## src/rtl/rc4_pkg.sv

```systemverilog
// rc4_pkg: shared state encoding, alphabet constants and character check for the RC4 FSMs
package rc4_pkg;

    typedef enum logic [4:0] {
        ST_IDLE,
        ST_FETCH_I,
        ST_WAIT_SI,
        ST_CALC_J,
        ST_ISSUE_SJ,
        ST_WAIT_SJ,
        ST_WR_SJ,
        ST_WR_SI,
        ST_READ_F,
        ST_WAIT_F,
        ST_XOR_WR,
        ST_NEXT,
        ST_DONE,
        ST_ERROR
    } state_t;

    localparam logic [7:0] CHAR_LO = 8'h61;
    localparam logic [7:0] CHAR_HI = 8'h7A;
    localparam logic [7:0] CHAR_SP = 8'h20;

    function automatic logic is_valid_char(input logic [7:0] c);
        return (c >= CHAR_LO && c <= CHAR_HI) || c == CHAR_SP;
    endfunction

endpackage

```

## src/rtl/rc4_wait_counter.sv

```systemverilog
// rc4_wait_counter: RD_WAIT-cycle read-latency timer, loaded on entry to a wait state
module rc4_wait_counter #(
    parameter int RD_WAIT = 2
) (
    input  logic clk,
    input  logic reset,
    input  logic load,
    output logic expire
);

    localparam int W = RD_WAIT > 1 ? $clog2(RD_WAIT) : 1;

    logic [W-1:0] cnt;

    // reload with RD_WAIT-1 so the wait state lasts RD_WAIT cycles, then hold at zero
    always_ff @(posedge clk or posedge reset) begin
        if (reset)
            cnt <= '0;
        else if (load)
            cnt <= W'(RD_WAIT - 1);
        else if (cnt != '0)
            cnt <= cnt - 1'b1;
    end

    assign expire = cnt == '0;

endmodule

```

## src/rtl/rc4_encrypt_fsm.sv

```systemverilog
// rc4_encrypt_fsm: RC4 PRGA encryptor, plaintext RAM XOR keystream into ciphertext RAM
module rc4_encrypt_fsm
    import rc4_pkg::*;
#(
    parameter int MSG_LEN = 32,
    parameter int MSG_AW  = 5,
    parameter int RD_WAIT = 2
) (
    input  logic              clk,
    input  logic              reset,
    input  logic              start,
    input  logic [7:0]        s_q,
    output logic [7:0]        s_address,
    output logic [7:0]        s_data,
    output logic              s_wren,
    input  logic [7:0]        pt_q,
    output logic [MSG_AW-1:0] pt_address,
    output logic [MSG_AW-1:0] ct_address,
    output logic [7:0]        ct_data,
    output logic              ct_wren,
    output logic              busy,
    output logic              done,
    output logic              bad_char
);

    state_t          state, state_n;
    logic [7:0]      i, j, si, sj;
    logic [MSG_AW:0] k;
    logic            expire, valid, last;

    assign valid = is_valid_char(pt_q);
    assign last  = k == (MSG_AW + 1)'(MSG_LEN - 1);

    rc4_wait_counter #(.RD_WAIT(RD_WAIT)) u_wait (
        .clk    (clk),
        .reset  (reset),
        .load   (state == ST_FETCH_I || state == ST_ISSUE_SJ || state == ST_READ_F),
        .expire (expire)
    );

    // state register
    always_ff @(posedge clk or posedge reset) begin
        if (reset)
            state <= ST_IDLE;
        else
            state <= state_n;
    end

    // next-state logic: one PRGA step per byte, waits gated by the read-latency timer
    always_comb begin
        state_n = state;
        case (state)
            ST_IDLE:     if (start) state_n = ST_FETCH_I;
            ST_FETCH_I:  state_n = ST_WAIT_SI;
            ST_WAIT_SI:  if (expire) state_n = ST_CALC_J;
            ST_CALC_J:   state_n = ST_ISSUE_SJ;
            ST_ISSUE_SJ: state_n = ST_WAIT_SJ;
            ST_WAIT_SJ:  if (expire) state_n = ST_WR_SJ;
            ST_WR_SJ:    state_n = ST_WR_SI;
            ST_WR_SI:    state_n = ST_READ_F;
            ST_READ_F:   state_n = ST_WAIT_F;
            ST_WAIT_F:   if (expire) state_n = ST_XOR_WR;
            ST_XOR_WR:   state_n = valid ? ST_NEXT : ST_ERROR;
            ST_NEXT:     state_n = last ? ST_DONE : ST_FETCH_I;
            ST_DONE,
            ST_ERROR:    if (!start) state_n = ST_IDLE;
            default:     state_n = ST_IDLE;
        endcase
    end

    // PRGA index and swap registers; i/j/k cleared only when a run is accepted
    always_ff @(posedge clk or posedge reset) begin
        if (reset) begin
            i  <= '0;
            j  <= '0;
            k  <= '0;
            si <= '0;
            sj <= '0;
        end else begin
            case (state)
                ST_IDLE: if (start) begin
                    i <= '0;
                    j <= '0;
                    k <= '0;
                end
                ST_FETCH_I: i <= i + 8'd1;
                ST_CALC_J: begin
                    si <= s_q;
                    j  <= j + s_q;
                end
                ST_WR_SJ: sj <= s_q;
                ST_NEXT:  k <= k + 1'b1;
                default: ;
            endcase
        end
    end

    // RAM ports held steady through each wait so the read data is stable when sampled
    always_comb begin
        s_address = '0;
        s_data    = '0;
        s_wren    = 1'b0;
        ct_data   = '0;
        ct_wren   = 1'b0;
        case (state)
            ST_FETCH_I:               s_address = i + 8'd1;
            ST_WAIT_SI, ST_CALC_J:    s_address = i;
            ST_ISSUE_SJ, ST_WAIT_SJ:  s_address = j;
            ST_WR_SJ: begin
                s_address = j;
                s_data    = si;
                s_wren    = 1'b1;
            end
            ST_WR_SI: begin
                s_address = i;
                s_data    = sj;
                s_wren    = 1'b1;
            end
            ST_READ_F, ST_WAIT_F:     s_address = si + sj;
            ST_XOR_WR: begin
                s_address = si + sj;
                ct_wren   = valid;
                ct_data   = valid ? pt_q ^ s_q : '0;
            end
            default: ;
        endcase
    end

    assign busy       = !(state == ST_IDLE || state == ST_DONE || state == ST_ERROR);
    assign done       = state == ST_DONE;
    assign bad_char   = state == ST_ERROR;
    assign pt_address = busy ? k[MSG_AW-1:0] : '0;
    assign ct_address = busy ? k[MSG_AW-1:0] : '0;

endmodule

```

## config.mk

```make
export PLATFORM = sky130hd
export DESIGN_NAME = rc4_encrypt_fsm
export DESIGN_NICKNAME = d
export VERILOG_FILES = /design/src/rtl/rc4_pkg.sv /design/src/rtl/rc4_wait_counter.sv /design/src/rtl/rc4_encrypt_fsm.sv
export SDC_FILE = /design/constraint.sdc
export NUM_CORES = 1
export LEC_CHECK = 0
export BUFFER_PORTS_ARGS = -buffer_cell sky130_fd_sc_hd__buf_2
export CAP_MARGIN = 40
export CELL_PAD_IN_SITES_DETAIL_PLACEMENT = 1
export CELL_PAD_IN_SITES_GLOBAL_PLACEMENT = 1
export CORE_ASPECT_RATIO = 1.5
export CORE_MARGIN = 2
export CORE_UTILIZATION = 30
export CTS_CLUSTER_DIAMETER = 100
export DETAILED_ROUTE_END_ITERATION = 10
export PLACE_DENSITY_LB_ADDON = 0.1
export SYNTH_ARGS = -nofsm -noshare
export SYNTH_HDL_FRONTEND = slang
export SYNTH_SLANG_ARGS = --single-unit
```

## constraint.sdc

```tcl
create_clock -name clk -period 3.3 [get_ports clk]
set_input_delay 0.66 -clock clk [delete_from_list [all_inputs] [get_ports clk]]
set_output_delay 0.66 -clock clk [all_outputs]
set_load 0.005 [all_outputs]
```

==> results.json <==
{
  "core_um2": 10130,
  "grt_pass1_wl_mm": 16.48,
  "period_share_pct": 96.32,
  "grt_pass1_vias": 3164,
  "cts_root_buf": "clkbuf_16",
  "critPathArrivalTime_ps": 2520,
  "design_area_um2": 3785,
  "powerDensity_nw_per_um2": 937.2,
  "dr.first_iter.drc_count": 113,
  "wirelength_mm": 9.975,
  "ir_drop_v": 0.0003387,
  "syn_inst": 378,
  "drc": 0,
  "avgSynthCellArea_um2": 8.308,
  "syn-num-nets": 415,
  "dpl_cell_area_um2": 3597,
  "clock.fmax_mhz": 314.6,
  "yosysSeqAreaShare_pct": 34.26,
  "grt_max_degree": 20,
  "min_path_type": "in -> async",
  "final.min_clock_period_ps": 3179,
  "n_fill_cell": 1264,
  "syn_area_um2": 3141,
  "ys_seq_elements": 43,
  "detail_route.wl_per_cell_um": 17.91,
  "nets": 476,
  "regArea_um2": 1076,
  "gr-total-overflow": 0,
  "drv_slew": 0,
  "critical_path_required_ps": 2640,
  "cts_buffers": 5,
  "numPortBuffers": 57,
  "cap_violations": 0,
  "insertedDiodeCount": 0,
  "holdBufCountCts": 0,
  "drt-pass1-iter-count": 4,
  "cts_tree": "yes",
  "multi_input_area_um2": 1931,
  "rsz0062_at_grt": "no",
  "fp.dieArea_um2": 11320,
  "setup_viol": 0,
  "fin_setup_tns_ps": 0,
  "finalHoldViolCount": 0,
  "rows": 45,
  "synthToLayoutAreaGrowth_pct": 20.52,
  "synth_edf_count": 0,
  "start_util_pct": 30.99,
  "path_max_fanout": 3,
  "worst_pin_slew_ps": 657.5,
  "slew_headroom_pct": 56.06,
  "p_total_uw": 3547,
  "via_per_inst": 5.375,
  "grt.total_usage_pct": 18.92,
  "synth_flop_cell": "dfrtp_1",
  "finClkSkew_ps": 8.402,
  "ant_nets": 0,
  "die_h_um": 129.3,
  "path_clk_slew_ps": 70,
  "pin_count": 58,
  "async_reset_ff_share_pct": 100.0,
  "rr_worst_depth": 5,
  "ctsLongestPathBuffers": 2,
  "hpwl_mm": 7.856,
  "antenna_found_initial": 0,
  "die_x_um": 87.54,
  "power_leakage_uw": 0.001818,
  "gp_congestion": 0.7832,
  "cts.sinks": 43,
  "endpoint_kind": "output port",
  "yosys_warnings": 0,
  "start_kind": "flop",
  "postLayoutCoreUtil_pct": 37.35,
  "ys_types": 53,
  "num_vias": 2994,
  "drive_above_1_share_pct": 21.36,
  "path_class": "reg -> out",
  "insertion_delay_ps": 300,
  "status": "complete, no violations",
  "cts_max_level": 2
}
-- critical path, stage by stage (launching register included) --
cell and delay, ps:
dfrtp_1 380, ha_1 180, inv_1 50, fa_1 390, nor2b_1 130, o21ai_1 90
a21oi_1 230, mux2i_1 120, or4_4 520, buf_2 140
-- cells in the mapped netlist, drive strengths merged (8+ instances only) --
| cell type | count | area share, % |
|---|---|---|
| inv | 14 | 1.7 |
| a22o | 11 | 3.1 |
| a21oi | 14 | 2.2 |
| nand2b | 10 | 2.0 |
| xnor2 | 12 | 3.3 |
| buf | 9 | 1.8 |
| nor2b | 8 | 1.6 |
| clkbuf | 8 | 0.96 |
| nand2 | 60 | 7.2 |
| dfrtp | 43 | 34 |
| nor3 | 11 | 2.1 |
| nor2 | 36 | 4.3 |
| mux2 | 8 | 2.9 |
| o21ai | 36 | 5.7 |
| nand3 | 12 | 1.9 |
| ha | 16 | 6.4 |
-- flip-flops by register name (all words and copies together) (netlist names) --
name and cells:
j 8, u_wait.cnt 1, sj 8, k 6, si 8, state 4
i 8
-- through the flow --
step	hold WS (ps)	worst slack [ps]	instances
2_1_floorplan	450.1	539.1	378
3_3_place_gp	472.2	211.0	546
3_5_place_dp	499.2	125.8	547
4_1_cts	318.0	20.14	555
5_1_grt	334.4	4.824	557
6_report	307.1	121.4	557
-- routing by layer --
metal	GRT usage (%)	share of wire, %	vias up
met5	0	0	-
met3	1.911	2.2	7
met2	35.61	53	49
met1	22.35	43	1464
li1	-	-	1474
met4	5.158	1.2	0
-- power breakdown --
part	total (uW)	switching [uW]	internal, uW
logic	1950	1100	846
registers	1020	270	745
clock network	583	226	357
-- logic make-up after synthesis --
logic type / count (synthesis) / share of synthesized area [%]
DFF: 43 / 34.26
adders and majority gates: 19 / 7.968
buffers and inverters: 31 / 4.383
and+or+nand+nor: 158 / 23.86
muxes: 12 / 4.144
AOI/OAI and AO/OA: 99 / 20.92
xor gates and xnor gates: 16 / 4.462
-- layout by cell type, fill, tap and decap left out, types with 3 or more instances in the layout --
master / netlist / final
xor2_1: 4 / 4
inv_1: 14 / 13
nor3b_1: 3 / 3
o211ai_1: 6 / 6
ha_1: 16 / 16
a311oi_1: 4 / 4
mux2i_1: 4 / 4
a22o_1: 11 / 11
buf_2: 2 / 57
nor3_1: 9 / 9
mux2_2: 8 / 8
nor2_1: 36 / 36
nand2b_1: 10 / 10
xnor2_1: 12 / 12
a31oi_1: 3 / 3
o21ai_0: 36 / 35
a21o_1: 6 / 6
clkbuf_16: 0 / 5
buf_4: 5 / 13
nor2b_1: 8 / 8
dfrtp_1: 43 / 43
nand3_1: 12 / 12
and2_1: 3 / 3
a21oi_1: 14 / 14
nand2_1: 60 / 60
-- worst paths after layout --
kind	from	end	slack (ps)
worst min-delay path	reset	i[0]$_DFFE_PP0P_	310
worst max register to register	state[3]$_DFFE_PP0P_	j[7]$_DFFE_PP0P_	1030
max in group asynchronous	reset	state[1]$_DFFE_PP0P_	2410
worst max-delay path	sj[0]$_DFFE_PP0P_	s_address[6]	120
min in group clk	k[5]$_DFFE_PP0P_	k[5]$_DFFE_PP0P_	500
worst min register to register	k[5]$_DFFE_PP0P_	k[5]$_DFFE_PP0P_	500
-- cell type report --
type / count / share of cell area [%]
flip-flops and latches: 43 / 28.43
multi-input cells: 304 / 51.01
clock inverters: 3 / 1.157
clock buffers: 5 / 3.306
inverters: 14 / 1.388
repair buffers: 71 / 10.84
well taps: 117 / 3.868
-- repair_timing --
item / CTS / global route
buffers inserted: 0 / 2
setup endpoints to repair: 0 / 1
resized for setup: 0 / 2
Note: power is estimated with default switching activity, not from simulation.
